### src/rtl/cp0.sv
// Coprocessor 0: SR/Cause/EPC/PRId storage plus exception/interrupt request generation.
// Latency: Req and CP0Out are combinational; register updates land on the next clk edge.
// Backpressure: none, single-cycle M-stage interface; Req flushes the pipeline externally.
module cp0 #(
    parameter logic [31:0] PRID = 32'h0000_2023
) (
    input  logic        clk,
    input  logic        reset,
    input  logic        en,
    input  logic [4:0]  CP0Addr,
    input  logic [31:0] CP0In,
    output logic [31:0] CP0Out,
    input  logic [31:0] VPC,
    input  logic        BDIn,
    input  logic [4:0]  ExcCodeIn,
    input  logic [5:0]  HWInt,
    input  logic        EXLClr,
    output logic [31:0] EPCOut,
    output logic        Req
);

    localparam logic [4:0] ADDR_SR    = 5'd12;
    localparam logic [4:0] ADDR_CAUSE = 5'd13;
    localparam logic [4:0] ADDR_EPC   = 5'd14;
    localparam logic [4:0] ADDR_PRID  = 5'd15;

    logic [5:0]  im;
    logic        exl;
    logic        ie;
    logic        bd;
    logic [5:0]  ip;
    logic [4:0]  exc_code;
    logic [31:0] epc;

    logic        int_req;
    logic        exc_req;
    logic [31:0] victim_pc;

    // Requests use live HWInt rather than the lagging IP copy.
    assign int_req   = (|(HWInt & im)) & ie & ~exl;
    assign exc_req   = (ExcCodeIn != 5'd0) & ~exl;
    assign Req       = int_req | exc_req;
    assign victim_pc = BDIn ? (VPC - 32'd4) : VPC;
    assign EPCOut    = epc;

    logic unused_bits;
    assign unused_bits = ^{CP0In[31:16], CP0In[9:2], victim_pc[1:0]};

    always_ff @(posedge clk) begin
        if (reset) begin
            im       <= 6'd0;
            exl      <= 1'b0;
            ie       <= 1'b0;
            bd       <= 1'b0;
            ip       <= 6'd0;
            exc_code <= 5'd0;
            epc      <= 32'd0;
        end else begin
            ip <= HWInt;
            if (Req) begin
                // The faulting instruction does not commit, so any mtc0 alongside is dropped.
                exl      <= 1'b1;
                exc_code <= int_req ? 5'd0 : ExcCodeIn;
                bd       <= BDIn;
                epc      <= {victim_pc[31:2], 2'b00};
            end else begin
                if (en && CP0Addr == ADDR_SR) begin
                    im  <= CP0In[15:10];
                    exl <= CP0In[1];
                    ie  <= CP0In[0];
                end
                if (en && CP0Addr == ADDR_EPC) begin
                    epc <= CP0In;
                end
                // eret overrides only the EXL bit of a concurrent SR write.
                if (EXLClr) begin
                    exl <= 1'b0;
                end
            end
        end
    end

    always_comb begin
        CP0Out = 32'd0;
        case (CP0Addr)
            ADDR_SR:    CP0Out = {16'd0, im, 8'd0, exl, ie};
            ADDR_CAUSE: CP0Out = {bd, 15'd0, ip, 3'd0, exc_code, 2'd0};
            ADDR_EPC:   CP0Out = epc;
            ADDR_PRID:  CP0Out = PRID;
            default:    CP0Out = 32'd0;
        endcase
    end

endmodule

### config.mk
export PLATFORM = sky130hd
export DESIGN_NAME = cp0
export DESIGN_NICKNAME = d
export VERILOG_FILES = /design/src/rtl/cp0.sv
export SDC_FILE = /design/constraint.sdc
export NUM_CORES = 1
export LEC_CHECK = 0
export BUFFER_PORTS_ARGS = -buffer_cell sky130_fd_sc_hd__buf_2
export CORE_ASPECT_RATIO = 0.75
export CORE_UTILIZATION = 30
export DETAILED_ROUTE_END_ITERATION = 10
export PLACE_DENSITY = 0.61
export SETUP_SLACK_MARGIN = 0.5
export SYNTH_ARGS = -nofsm -noshare
export SYNTH_HDL_FRONTEND = slang
export SYNTH_SLANG_ARGS = --single-unit
### constraint.sdc
create_clock -name clk -period 2 [get_ports clk]
set_input_delay 0.4 -clock clk [delete_from_list [all_inputs] [get_ports clk]]
set_output_delay 0.4 -clock clk [all_outputs]
set_load 0.02 [all_outputs]
==> metrics.txt, run 1 <==
setup TNS after final layout 0 ps; Clk pin slew, worst setup/hold paths 70 ps; nets@finish ~670; CTS sink count 52; number of flops mapped to enable cells by yosys 0; worst path arrival time between 1500 and 2000 ps; min-delay worst type primary input to register; R2R setup slack roughly 130 ps; PwrDens between 500 and 600 nW/um^2; Leak 0.00257 uW; Layout area overhead 84.8%; die height around 92 um; run status complete, no violations; Residual DRC 0; vias between 3k and 4k; Max rail drop VDD 0.511 mV; register area 1040 sq um; Post-DRT Antenna Nets 0; first-pass GRT wire length between 15 and 20 mm; routed wire length per instance between 15 and 20 um; num ports 150; max-slew headroom at the worst pin 0.615; most frequent cell after synthesis dfxtp_1; number of distinct library cells after synthesis 49; Synth Cell Area 3240 sq um; gr usage total 0.217; Row Count 32; Synth area leaders dfxtp_1 32%, mux2i_1 11%, xor2_1 4.6%; largest net degree at the start of global routing 31; CTS root buf clkbuf_16; Fillers 874; Worst setup SP type primary input; Setup crit end kind output pin; clk_lat worst skew 290 ps; Setup Viol. Count Final 0; H-tree depth 2; Synth async-reset ratio 0; Syn Nets approximately 470; TritonCTS clock tree built; input/output buffers between 100 and 150; total design power ~3300 uW; vias in the first global route between 3k and 4k; layout cell share with drive strength beyond 1 0.592; RSZ-0062 raised after global routing yes; top cells by count, synth 52 x dfxtp_1, 37 x nor2_1, 34 x mux2i_1; Critical Path Fanout Max 6; synth warn 0; First-pass DRT Iterations 4; Die W between 100 and 150 um; Clock Skews 4.93 ps; final critical-path required period between 1500 and 2000 ps; Initial Utilization 0.312; Initial DRC Count between 200 and 250; initial antenna violation count 0; routability cong. 0.846; fin crit share 0.993; slew at the pin closest to its max-slew limit 578 ps; Mean Syn Cell Area roughly 8.4 sq um; count of state elements after synthesis 52; Top FF cell, synth dfxtp_1; Inserted Clock Buffers 5; Post-DP HPWL slightly below 9 mm; Fin. Hold Viols 0; area of the multi-input gates approximately 2700 sq um; max-slew violations 0; final wirelength 12.7 mm; core area roughly 10,000 sq um; DIE AREA approximately 11,000 sq um; Yosys top cell by area dfxtp_1; Antenna Cells 0; sequential fraction of the synthesis area 0.321; Max-cap violations 0; worst path required time between 1500 and 2000 ps; fmax slightly above 500 MHz; total grt overflow 0; worst-case clock buffer depth 2; routed vias/inst a little over 5; area share of the largest cell type after synthesis 0.321; hold_ws approximately 350 ps; critical path class primary input to output pin; Synth Instances around 390
==> cell families after synthesis <==
family / Yosys count / synth area share
XOR/XNOR: 28 / 0.0757
AND/OR/NAND/NOR: 145 / 0.253
buffers and inverters: 37 / 0.0506
flip-flops: 52 / 0.321
adder cells (fa/ha/maj): 1 / 0.00386
multiplexers: 40 / 0.126
AO/OA/AOI/OAI: 82 / 0.169
==> per-stage QoR <==
stage / std cells / area, sq um / setup slack [ps] / utilization
after floorplan: 385 / 3760 / 7.82 / -
after global placement: 686 / 4830 / -157 / 0.466
after detailed placement: 686 / 4830 / -183 / 0.466
after CTS: 712 / 5620 / 14.7 / 0.542
after global routing: 719 / 5980 / -39.4 / 0.577
final: 719 / 5980 / 14.8 / 0.577
==> power by group <==
part | internal [uW] | total [uW] | switching [uW]
clock network | 844 | 1250 | 410
logic | 436 | 895 | 459
registers | 1110 | 1180 | 69.2
==> worst paths after layout <==
kind / endpoint / cells past startpoint / from
hold reg to reg: exc_code[4]$_SDFFE_PP0N_ / 2 / exc_code[4]$_SDFFE_PP0N_
setup / recovery: CP0Out[10] / 8 / CP0Addr[0]
setup reg to reg: EPCOut[7]$_SDFFE_PP0P_ / 8 / im[4]$_SDFFE_PP0P_
hold / removal: ip[3]$_SDFF_PP0_ / 2 / HWInt[3]
==> layer usage <==
layer | global-route usage | vias up | wire [um]
met5 | 0 | - | 0
met4 | 0.0442 | 0 | 184
met3 | 0.0354 | 17 | 592
met2 | 0.340 | 114 | 5900
met1 | 0.309 | 1777 | 5990
li1 | - | 1777 | -
==> repair_timing <==
| item | 4_1_cts | 5_1_grt |
|---|---|---|
| gates cloned | 4 | 3 |
| hold buffers | 0 | 0 |
| pin swaps | 31 | 18 |
| buffers inserted | 14 | 4 |
| setup endpoints to repair | 79 | 79 |
| resized for setup | 81 | 63 |
==> flip-flops by register name (all words and copies together), names as in the netlist <==
signal / flops
EPCOut: 32
bd: 1
exc_code: 5
exl: 1
ie: 1
im: 6
ip: 6
==> worst max-delay path: stages <==
cell,delay (ps)
buf_8,100
nor4bb_4,290
buf_6,200
buf_12,130
and2_4,220
nand2_2,60
o21ai_2,60
buf_6,130
==> cells in the final DEF, fill, tap and decap left out, types with 7 or more instances in the layout <==
| cell | n |
|---|---|
| mux2i_1 | 34 |
| dfxtp_1 | 49 |
| nor2b_1 | 7 |
| xor2_1 | 16 |
| clkbuf_16 | 8 |
| nand2_1 | 23 |
| o21ai_4 | 7 |
| a21oi_2 | 12 |
| xnor2_1 | 9 |
| a21oi_1 | 10 |
| a211oi_2 | 10 |
| buf_2 | 116 |
| buf_12 | 13 |
| a21o_1 | 14 |
| buf_6 | 36 |
| buf_4 | 46 |
| nor2_1 | 29 |
| and3_4 | 19 |
==> area by class of cell <==
type / count / share of cell area
inverters: 5 / 0.00314
clock buffers: 5 / 0.0209
repair buffers: 222 / 0.308
flip-flops and latches: 52 / 0.175
clock inverters: 3 / 0.0151
multi-input cells: 296 / 0.450
well taps: 136 / 0.0284
Note: power is estimated with default switching activity, not from simulation.
==> run 2, diff against run 1 <==
--- a/config.mk
+++ b/config.mk
@@ -5,7 +5,7 @@
 export SDC_FILE = /design/constraint.sdc
 export NUM_CORES = 1
 export LEC_CHECK = 0
-export BUFFER_PORTS_ARGS = -buffer_cell sky130_fd_sc_hd__buf_2
+export BUFFER_PORTS_ARGS = -buffer_cell sky130_fd_sc_hd__buf_4
 export CORE_ASPECT_RATIO = 0.75
 export CORE_UTILIZATION = 30
 export DETAILED_ROUTE_END_ITERATION = 10
==> metrics.txt, run 2 (synthesis results as in run 1) <==
worst path required time 1600 ps (about the same); Inserted Clock Buffers 5 (unchanged); WHS Path Cells 2 (unchanged); H-tree depth 2 (unchanged); vias in the first global route 3,559 (-1.9%); hold path start HWInt[3]; hold buffers post-CTS 0 (unchanged); Post-DP HPWL 8.89 mm (+1.1%); most frequent cells in the layout 171 x buf_4, 48 x dfxtp_1, 33 x mux2i_1, 30 x buf_6, 29 x nor2_1; worst r2r src im[1]$_SDFFE_PP0P_; Initial DRC Count 127 (-45%); Inst Count DP 680 (-0.87%); critical path class primary input to output pin; Critical Path Fanout Max 8 (+2); First-pass DRT Iterations 5 (+1); CTS root buf clkbuf_16; DIE AREA 11,200 sq um (unchanged); largest net degree at the start of global routing 53 (+71%); routed vias/inst 5.09 (-0.72%); layout cell share with drive strength beyond 1 0.592 (about the same); Final Cell Area 6050 sq um (+1.2%); Fin. Hold Viols 0 (unchanged); Die W 122 um (unchanged); worst path arrival time 1570 ps (-20 ps); total grt overflow 0 (unchanged); nets@finish 663 (-0.75%); total design power 3020 uW (-9.1%); Layout area overhead 86.9%; worst reg2reg path depth 10 (+2); setup TNS after final layout 0 ps (unchanged); Row Count 32 (unchanged); fin cells 714 (-0.70%); Worst path most repeated cell buf_6; final wirelength 12.7 mm (+0.48%); Leak 0.00256 uW (about the same); Critical Path Slowest Stage Cell nor4bb_4; Worst Hold End ip[3]$_SDFF_PP0_; R2R setup slack 130 ps (about the same); TritonCTS clock tree built; RSZ-0062 raised after global routing yes; core area 10,400 sq um (unchanged); Setup Viol. Count Final 0 (unchanged); CTS sink count 52 (unchanged); Max rail drop VDD 0.349 mV (-32%); PwrDens 500 nW/um^2 (-10%); Clock Skews 7.56 ps (+2.63 ps); num ports 150 (unchanged); first-pass GRT wire length 19.0 mm (+0.77%); Initial Utilization 0.312 (unchanged); CP max stage delay 280 ps (about the same); Max-cap violations 0 (unchanged); max-slew violations 0 (unchanged); worst reg2reg path endpoint EPCOut[17]$_SDFFE_PP0P_; min-delay worst type primary input to register; clk_lat worst skew 300 ps (about the same); max-slew headroom at the worst pin 0.560 (-0.0550); routed wire length per instance 17.8 um (+1.2%); Residual DRC 0 (unchanged); final critical-path required period 1970 ps (-18.0 ps); fin crit share 0.984 (-0.00899); Setup crit end kind output pin; fmax 508 MHz (+0.91%); worst-case clock buffer depth 2 (unchanged); CP Launch Point CP0Addr[4]; initial antenna violation count 0 (unchanged); run status complete, no violations; routability cong. 0.820 (-3.1%); slew at the pin closest to its max-slew limit 660 ps (+82.5 ps); Fillers 912 (+4.3%); Post-DRT Antenna Nets 0 (unchanged); input/output buffers 147 (unchanged); Worst setup SP type primary input; gr usage total 0.220 (+0.00355); Clk pin slew, worst setup/hold paths 80 ps (about the same); vias 3,633 (-1.4%); commonest non-fill, non-tap cell in the layout buf_4; Largest register FFs 32 (unchanged); crit-path cells buf_6, nor4bb_4, buf_6, buf_12, and2_4, nand2_2, o21ai_2, buf_6; Post-DP Area 5160 sq um (+6.7%); Antenna Cells 0 (unchanged); die height 92.0 um (unchanged)
-- run 2: cell types whose count changed in the layout (fill, tap and decap cells not counted), sizes merged --
cell	change
clkbuf	-3
clkinv	+1
and3	+1
bufinv	-3
buf	-4
bufbuf	+1
inv	+2
-- run 2: repair_timing --
action	4_1_cts	5_1_grt
gates resized for setup	64	43
setup buffers	10	10
pin swaps	28	24
cloned	5	1
endpoints found under the setup margin	79	79
-- run 2: final cells by class --
cell class | count | area (sq um) | area share
multi-input cells | 297 | 2710 | 0.447
repair buffers | 216 | 1960 | 0.324
flip-flops and latches | 52 | 1050 | 0.173
well taps | 136 | 170 | 0.0281
clock buffers | 5 | 125 | 0.0207
clock inverters | 3 | 26.3 | 0.00434
inverters | 5 | 18.8 | 0.00310
-- run 2: stage by stage --
stage,utilization,hold WS (ps),setup slack (ps)
finish,0.584,324,32.8
global route,0.584,342,-1.05
CTS,0.560,316,54.8
detailed placement,0.497,448,-195
global placement,0.497,444,-177
floorplan,-,432,7.82
-- run 2: per-layer routing --
metal / track usage / vias up / part of all wire
met2: 0.345 / 112 / 0.46
met1: 0.312 / 1730 / 0.47
li1: - / 1774 / -
met4: 0.0586 / 0 / 0.017
met3: 0.0336 / 17 / 0.053
met5: 0 / - / 0
-- run 2: how the worst max path moves through the flow --
| stage | end | depth (start not counted) | slack, ps |
|---|---|---|---|
| floorplan | Req | 7 | 8 |
| global placement | EPCOut[23]$_SDFFE_PP0P_ | 6 | -180 |
| detailed placement | EPCOut[23]$_SDFFE_PP0P_ | 6 | -200 |
| CTS | Req | 5 | 50 |
| global route | CP0Out[14] | 8 | -1 |
| finish | CP0Out[14] | 8 | 30 |
-- run 2: report_power, final --
group	total, uW	internal, uW	switching, uW
Sequential	1180	1110	73.7
Combinational	934	480	453
Clock	907	477	430
Total	3020	2070	957
-- run 2: critical path: cells and delay by family --
family / cells / cell delay [ps]
buffers and inverters: 4 / 520
AOI/OAI and AO/OA: 1 / 70
and+or+nand+nor: 3 / 560
